===== config.mk =====
export PLATFORM = sky130hd
export DESIGN_NAME = i2c_byte_master
export DESIGN_NICKNAME = d
export VERILOG_FILES = /design/src/rtl/i2c_byte_master.sv
export SDC_FILE = /design/constraint.sdc
export NUM_CORES = 1
export LEC_CHECK = 0
export ABC_AREA = 1
export CORE_ASPECT_RATIO = 1.1
export CORE_MARGIN = 3
export CORE_UTILIZATION = 50
export CTS_CLUSTER_SIZE = 20
export DETAILED_ROUTE_END_ITERATION = 10
export PLACE_DENSITY = 0.84
export SLEW_MARGIN = 20
export SYNTH_ARGS = -nofsm -noshare
export SYNTH_HDL_FRONTEND = slang
export SYNTH_SLANG_ARGS = --single-unit

===== constraint.sdc =====
create_clock -name clk -period 2.78 [get_ports clk]
set_input_delay 0.556 -clock clk [delete_from_list [all_inputs] [get_ports clk]]
set_output_delay 0.556 -clock clk [all_outputs]
set_load 0.01 [all_outputs]

===== src/rtl/i2c_byte_master.sv =====
// Byte-level I2C master engine: START, STOP, 8-bit WRITE/READ with ninth-bit ack.
// Open-drain lines are driven as output enables; SCL stretching is honoured in q1/q2.
module i2c_byte_master #(
  parameter int unsigned CLK_DIV = 125
) (
  input  logic       clk,
  input  logic       reset,
  input  logic       cmd_valid,
  output logic       cmd_ready,
  input  logic [1:0] cmd_op,
  input  logic [7:0] cmd_data,
  input  logic       cmd_ack,
  output logic       rsp_valid,
  output logic [7:0] rsp_data,
  output logic       rsp_nack,
  output logic       busy,
  input  logic       sda_in,
  input  logic       scl_in,
  output logic       sda_oe,
  output logic       scl_oe
);

  localparam int unsigned DivW = $clog2(CLK_DIV);
  localparam logic [DivW-1:0] DivLast = DivW'(CLK_DIV - 1);

  localparam logic [1:0] OpStart = 2'b00;
  localparam logic [1:0] OpStop  = 2'b01;
  localparam logic [1:0] OpWrite = 2'b10;
  localparam logic [1:0] OpRead  = 2'b11;

  typedef enum logic [2:0] {StIdle, StStart, StBit, StStop, StDone} state_e;

  state_e          state_q;
  logic [1:0]      phase_q;
  logic [DivW-1:0] div_q, div_d;
  logic [3:0]      bit_q;
  logic [1:0]      op_q;
  logic [7:0]      shreg_q;
  logic            ack_q;
  logic            sda_oe_q, scl_oe_q;
  logic            rsp_valid_q, rsp_nack_q;
  logic [7:0]      rsp_data_q;

  logic running, hold, tick;

  // A slave holding SCL low while it is released freezes the quarter divider.
  always_comb begin
    running = (state_q == StStart) || (state_q == StBit) || (state_q == StStop);
    hold    = ((phase_q == 2'd1) || (phase_q == 2'd2)) && !scl_in;
    tick    = running && !hold && (div_q == DivLast);
    div_d   = div_q;
    if (!running) begin
      div_d = '0;
    end else if (tick) begin
      div_d = '0;
    end else if (!hold) begin
      div_d = div_q + DivW'(1);
    end
  end

  always_ff @(posedge clk) begin
    if (reset) begin
      state_q     <= StIdle;
      phase_q     <= 2'd0;
      div_q       <= '0;
      bit_q       <= 4'd0;
      op_q        <= OpStart;
      shreg_q     <= 8'h00;
      ack_q       <= 1'b0;
      sda_oe_q    <= 1'b0;
      scl_oe_q    <= 1'b0;
      rsp_valid_q <= 1'b0;
      rsp_data_q  <= 8'h00;
      rsp_nack_q  <= 1'b0;
    end else begin
      div_q       <= div_d;
      rsp_valid_q <= 1'b0;
      case (state_q)
        StIdle: begin
          if (cmd_valid) begin
            op_q    <= cmd_op;
            shreg_q <= cmd_data;
            ack_q   <= cmd_ack;
            phase_q <= 2'd0;
            bit_q   <= 4'd0;
            case (cmd_op)
              OpStart: begin
                state_q  <= StStart;
                sda_oe_q <= 1'b0;
                scl_oe_q <= 1'b0;
              end
              OpStop: begin
                state_q  <= StStop;
                sda_oe_q <= 1'b1;
                scl_oe_q <= 1'b1;
              end
              OpWrite: begin
                state_q  <= StBit;
                scl_oe_q <= 1'b1;
                sda_oe_q <= ~cmd_data[7];
              end
              default: begin
                state_q  <= StBit;
                scl_oe_q <= 1'b1;
                sda_oe_q <= 1'b0;
              end
            endcase
          end
        end
        // Actions below are keyed on the phase that is ending at this tick.
        StStart: begin
          if (tick) begin
            phase_q <= phase_q + 2'd1;
            case (phase_q)
              2'd1: sda_oe_q <= 1'b1;
              2'd2: scl_oe_q <= 1'b1;
              2'd3: begin
                state_q     <= StDone;
                rsp_valid_q <= 1'b1;
              end
              default: ;
            endcase
          end
        end
        StStop: begin
          if (tick) begin
            phase_q <= phase_q + 2'd1;
            case (phase_q)
              2'd0: scl_oe_q <= 1'b0;
              2'd1: sda_oe_q <= 1'b0;
              2'd3: begin
                state_q     <= StDone;
                rsp_valid_q <= 1'b1;
              end
              default: ;
            endcase
          end
        end
        StBit: begin
          if (tick) begin
            phase_q <= phase_q + 2'd1;
            case (phase_q)
              2'd0: scl_oe_q <= 1'b0;
              2'd2: begin
                scl_oe_q <= 1'b1;
                if (op_q == OpWrite && bit_q == 4'd8) begin
                  rsp_nack_q <= sda_in;
                end
                if (op_q == OpRead && bit_q != 4'd8) begin
                  shreg_q <= {shreg_q[6:0], sda_in};
                end
              end
              2'd3: begin
                if (bit_q == 4'd8) begin
                  state_q     <= StDone;
                  rsp_valid_q <= 1'b1;
                  if (op_q == OpRead) begin
                    rsp_data_q <= shreg_q;
                  end
                end else begin
                  bit_q <= bit_q + 4'd1;
                  if (op_q == OpWrite) begin
                    shreg_q  <= {shreg_q[6:0], 1'b0};
                    sda_oe_q <= (bit_q == 4'd7) ? 1'b0 : ~shreg_q[6];
                  end else begin
                    sda_oe_q <= (bit_q == 4'd7) ? ~ack_q : 1'b0;
                  end
                end
              end
              default: ;
            endcase
          end
        end
        StDone:  state_q <= StIdle;
        default: state_q <= StIdle;
      endcase
    end
  end

  assign cmd_ready = (state_q == StIdle);
  assign busy      = ~cmd_ready;
  assign rsp_valid = rsp_valid_q;
  assign rsp_data  = rsp_data_q;
  assign rsp_nack  = rsp_nack_q;
  assign sda_oe    = sda_oe_q;
  assign scl_oe    = scl_oe_q;

endmodule


After elaboration in Yosys (flattened, before gate mapping)
Index checks and enable logic that the tools add are counted.
{"block": "word_totals", "in_bits": 16, "elab_cells": 132, "output_inout_bits": 14, "ff_bits": 39}
{"block": "op_classes", "mux": 51, "bitwise_logic": 5, "reduce_logical": 28, "eq_ne": 33, "n_addsub": 3}
{"operator": "$mux W8", "n": 5}
{"operator": "$pmux W8 S2", "n": 2}
{"operator": "$mux W1", "n": 23}
{"operator": "$mux W3", "n": 6}
{"operator": "$ne A2 B1 Y1 const B", "n": 9}
{"operator": "$mux W4", "n": 4}
{"operator": "$eq A2 B2 Y1 const B", "n": 5}
{"operator": "$ne A2 B2 Y1 const B", "n": 5}
{"operator": "$reduce_and A5 Y1", "n": 2}
{"operator": "$pmux W3 S3", "n": 1}
{"operator": "$reduce_and A9 Y1", "n": 1}
{"operator": "$pmux W1 S4", "n": 2}
{"operator": "$pmux W2 S2", "n": 2}
{"operator": "$pmux W4 S2", "n": 1}
{"operator": "$reduce_and A8 Y1", "n": 1}
{"operator": "$add A7 B1 Y7 const B", "n": 1}
{"operator": "$eq A7 B7 Y1 const B", "n": 1}
{"operator": "$reduce_and A7 Y1", "n": 1}
{"operator": "$eq A3 B2 Y1 const B", "n": 2}
{"operator": "$ne A3 B1 Y1 const B", "n": 2}
{"operator": "$ne A3 B3 Y1 const B", "n": 2}
{"operator": "$pmux W1 S2", "n": 3}
{"operator": "$reduce_and A6 Y1", "n": 1}
{"operator": "$reduce_or A3 Y1", "n": 2}
{"operator": "other kinds (21)", "n": 36}

Logic depth before layout (Yosys ltp)
{"block": "depth", "word_depth": 8, "depth_mapped": 12, "mapped_depth_nobuf": 12}

Worst setup path before layout
Ideal clock, no wire load.
{"block": "synth_timing", "kind": "register to register", "from": "register phase_q[0]", "to": "register rsp_data_q[0], in the netlist rsp_data[0]", "slack_ns": 1.035, "period_less_slack_ns": 1.745, "t_required_ns": 2.667, "path_buffers": 1, "arrival_ns": 1.632, "setup_time_ns": 0.113, "stages_incl_launch_ff": 10, "path_cell_list": "dfxtp_1 -> inv_1 -> ha_1 -> a21oi_1 -> nand2_2 -> nor2_2 -> nand4_2 -> buf_2 -> nor2_1 -> nor2_1"}
{"block": "synth_via", "elab_chain_len": 7, "word_cells_on_any_way": 9, "cone_classes": "3 x eq/ne; 6 x reduce/logical"}
{"item": "from (decl)", "line_no": "34", "source": "logic [1:0] phase_q;"}
{"item": "from (signal assigned)", "line_no": "113", "source": "phase_q <= phase_q + 2'd1;"}
{"item": "from (signal assigned)", "line_no": "127", "source": "phase_q <= phase_q + 2'd1;"}
{"item": "from (signal assigned)", "line_no": "141", "source": "phase_q <= phase_q + 2'd1;"}
{"item": "$eq A2 B1 Y1 / $eq A2 B2 Y1 (equally long branches)", "line_no": "49", "source": "hold = ((phase_q == 2'd1) || (phase_q == 2'd2)) && !scl_in;"}
{"item": "$logic_or A1 B1 Y1", "line_no": "49"}
{"item": "$logic_and A1 B1 Y1", "line_no": "49"}
{"item": "$logic_not A1 Y1"}
{"item": "$logic_and A1 B1 Y1 (2 in a row)", "line_no": "50", "source": "tick = running && !hold && (div_q == DivLast);"}
{"item": "$reduce_and A5 Y1 (no source line) *"}
{"item": "to (signal assigned)", "line_no": "158", "source": "rsp_data_q <= shreg_q;"}
{"item": "to (decl)", "line_no": "42", "source": "logic [7:0] rsp_data_q;"}
Mark *: on every way between the ends. The rest lies on a longest branch, timed or not.
A chain may end at the register's enable or synchronous reset.

Worst setup path in the final report
{"block": "layout_timing", "from": "register state_q[2]", "to": "output cmd_ready"}
{"block": "layout_via", "elab_chain_len": 1}
{"item": "from (decl)", "line_no": "33", "source": "state_e state_q;"}
{"item": "from (signal assigned)", "line_no": "63", "source": "state_q <= StIdle;"}
{"item": "from (signal assigned)", "line_no": "88", "source": "state_q <= StStart;"}
{"item": "from (signal assigned)", "line_no": "93", "source": "state_q <= StStop;"}
{"item": "$logic_not A3 Y1", "line_no": "180", "source": "assign cmd_ready = (state_q == StIdle);"}
{"item": "to (decl)", "line_no": "9", "source": "output logic cmd_ready,"}
Every way passes these cells.

==> results.yml <==
finish:
  design.final.nets: 409
  postLayoutCoreUtil: 0.651
  layout-area-overhead-vs-synth_pct: 20.0
  antenna-diode-count: 0
  n_fill_cell: 385
  design_area_mm2: 0.00270
  post_route_cells_drive_above_1_share: 0.0705
global_route:
  grt_max_degree: 18
  globalRoute.totalOverflow: 0
  initial_antenna_violation_count: 0
  via_count_of_the_first_global_routing_pass: 1988
  grtUsageTotal: 0.197
  global_route_wire_length_before_repair_um: 8600
die:
  io_pins: 30
  start_util: 0.543
  chipWidth_um: 69.9
  floorplan.core_area_mm2: 0.00414
  die_height_um: 76.3
  die_area_mm2: 0.00534
  row_count: 24
detailed_routing:
  drt.antenna.violating_nets: 0
  average_wire_per_standard_cell_um: 11.3
  dr_total_vias: 2174
  post_route_drc: 0
  drt-vias-per-instance: 5.00
  wl_um: 4940
  detail_route.iter0.violations: 116
  drt_pre_antenna_iters: 4
power:
  power.share.switching: 0.420
  cellInternalPower_w: 0.00128
  pwr_density_cell_mw_per_mm2: 818
  p_seq_frac: 0.340
  report.power.total_w: 0.00221
  clk_pwr_share: 0.215
  share_comb_of_total_power: 0.444
  static-leakage-power_nw: 1.25
  total_switching_power_w: 0.000927
  worst_ir_drop_vdd_uv: 556
clock_network:
  cts.repair_timing.setup_buffer_count: 0
  tritoncts_sinks: 39
  clock_path_buffers: 2
  holdBufCountCts: 0
  cts_resized: 0
  cts-htree-levels: 2
  tritoncts.num_buffers: 5
  cts_tree: "done"
  cts.reportedPaths.clkPinSlew_ns: 0.08
  cts-root-buf: "clkbuf_8"
  worstSkewPairLatency_ns: 0.30
setup_path:
  endpoint_kind: "output port"
  critical_path.startpoint_type: "flip-flop"
  critical_path.max_stage_delay_ns: 0.58
  worst_path_dominant_cell_family: "buffers and inverters"
  critPathMaxFanout: 7
  critPathArrivalTime_ns: 1.73
  worst_path_slowest_cell: "clkdlybuf4s50_1"
  cp.required_ns: 2.22
  critPathKind: "reg2out"
  path_buf_inv: 3
  timing.critical_path.cells: "inv_2 -> nand3_2 -> inv_1 -> clkdlybuf4s50_1"
place:
  placed_instance_area_mm2: 0.00259
  dp_hpwl_um: 3650
  finalWeightedCongestion: 0.851
  place.port_buffers: 29
yosys:
  yosys_register_bits: 39
  synth_enable_flop_cells: 0
  synth_cell_types: 31
  synthesis.area_mm2: 0.00225
  synth-seq-area-share: 0.347
  ys_async_sr_fraction: 0
  post_synth.cell_area_avg_um2: 6.42
  dominantRegCellSynth: "dfxtp_1"
  synth-warning-count: 0
  synthCells: 350
  syn-num-nets: 377
timing:
  hold-worst-slack_ns: 0.469
  final.period_utilization: 0.824
  slew_headroom: 0.731
  worst_pin_slew_ns: 0.402
  number_of_endpoints_with_negative_hold_slack_in_the_final_report: 0
  period_needed_ns: 2.29
  max_freq_ghz: 0.437
  slew_violations: 0
  fin_setup_tns_ns: 0
  rsz0062_at_grt: "no"
  timing.clock.skew_ns: 0.0125
  finalSetupViolCount: 0
worst_hold_path:
  hold_class: "reg2reg"
outcome:
  status: "finished, final reports clean"
run:
  max_cap_violations: 0
-- final cells by class --
type / count / area [µm²] / area share
multi-input cells: 257 / 1250 / 0.465
flip-flops and latches: 39 / 781 / 0.289
repair buffers: 31 / 305 / 0.113
inverters: 48 / 180 / 0.0668
clock buffers: 5 / 68.8 / 0.0255
well taps: 52 / 65.1 / 0.0241
clock inverters: 3 / 43.8 / 0.0162
-- per-stage QoR --
step                cells  worst slack, ns
floorplan             350             1.03
global placement      427            0.591
detailed placement    427            0.538
CTS                   435            0.469
global route          435            0.391
finish                435            0.489
-- placed cells by master (no fill, tap or decap), types with 2 or more instances in the layout --
cell,instances
ha_1,11
inv_1,44
nand3b_1,4
o21ai_0,9
nor4_1,2
a21oi_1,18
nor3_1,4
nand3_1,25
nand2_2,4
nand2_1,100
or2_2,2
nor2_4,3
buf_4,2
nor3b_1,2
nor2_2,2
clkdlybuf4s50_1,29
inv_2,3
nor2_1,60
nand4_1,3
dfxtp_1,39
clkbuf_8,5
-- worst paths after layout --
| path | start | endpoint | slack [ns] | cells after the start |
|---|---|---|---|---|
| max reg2reg | phase_q[0] | rsp_data[2] | 0.77 | 9 |
| max | state_q[2] | cmd_ready | 0.49 | 4 |
| min | ack_q | ack_q | 0.47 | 2 |
| min reg2reg | ack_q | ack_q | 0.47 | 2 |
-- registers in the layout, summed over array words and instances, names as in the netlist --
signal and flops:
scl_oe 1, phase_q 2, bit_q 4, div_q 7, op_q 2, state_q 3
rsp_valid 1, rsp_nack 1, ack_q 1, shreg_q 8, rsp_data 8, sda_oe 1
-- layer usage --
layer	GRT usage	vias up	part of all wire
met1	0.243	950	0.45
li1	-	1153	-
met3	0.0528	13	0.055
met4	0.0747	0	0.023
met5	0	-	0
met2	0.325	58	0.48
-- synthesized netlist by cell type (all sizes together) (2+ instances only) --
cell type	instances	area (µm²)
a21oi	18	90.1
buf	4	25.0
clkbuf	2	7.51
dfxtp	39	781
ha	11	138
inv	47	176
nand2	104	400
nand3	26	135
nand3b	4	30.0
nand4	4	31.3
nor2	65	272
nor3	4	20.0
nor3b	2	15.0
nor4	2	12.5
o21ai	11	66.3
or2	2	12.5
-- worst reg2reg max path, cell delays in order, from the launching register on --
cell     delay [ns]
dfxtp_1        0.38
inv_1          0.10
ha_1           0.34
a21oi_1        0.19
nand2_2        0.14
nor2_2         0.16
nand4_2        0.34
nand2_1        0.16
nand2_1        0.06
nor2_1         0.10
-- logic make-up (layout without fill, tap and decap cells) --
family / after synthesis / after routing / synth area share
buffers and inverters: 54 / 87 / 0.0946
flip-flops: 39 / 39 / 0.347
AND/OR/NAND/NOR: 213 / 213 / 0.413
AO/OA/AOI/OAI: 31 / 31 / 0.0762
XOR/XNOR: 2 / 2 / 0.00779
adder cells (fa/ha/maj): 11 / 11 / 0.0612
-- power by group through the flow --
stage | Clock [W] | Combinational [W] | Sequential, W
finish | 0.000475 | 0.000981 | 0.000752
detailed placement | 0 | 0.000979 | 0.000763
global placement | 0 | 0.000961 | 0.000760
CTS | 0.000484 | 0.000984 | 0.000751
global route | 0.000509 | 0.00112 | 0.000763
floorplan | 0 | 0.000733 | 0.000750
Power figures use the tool's default switching activity.
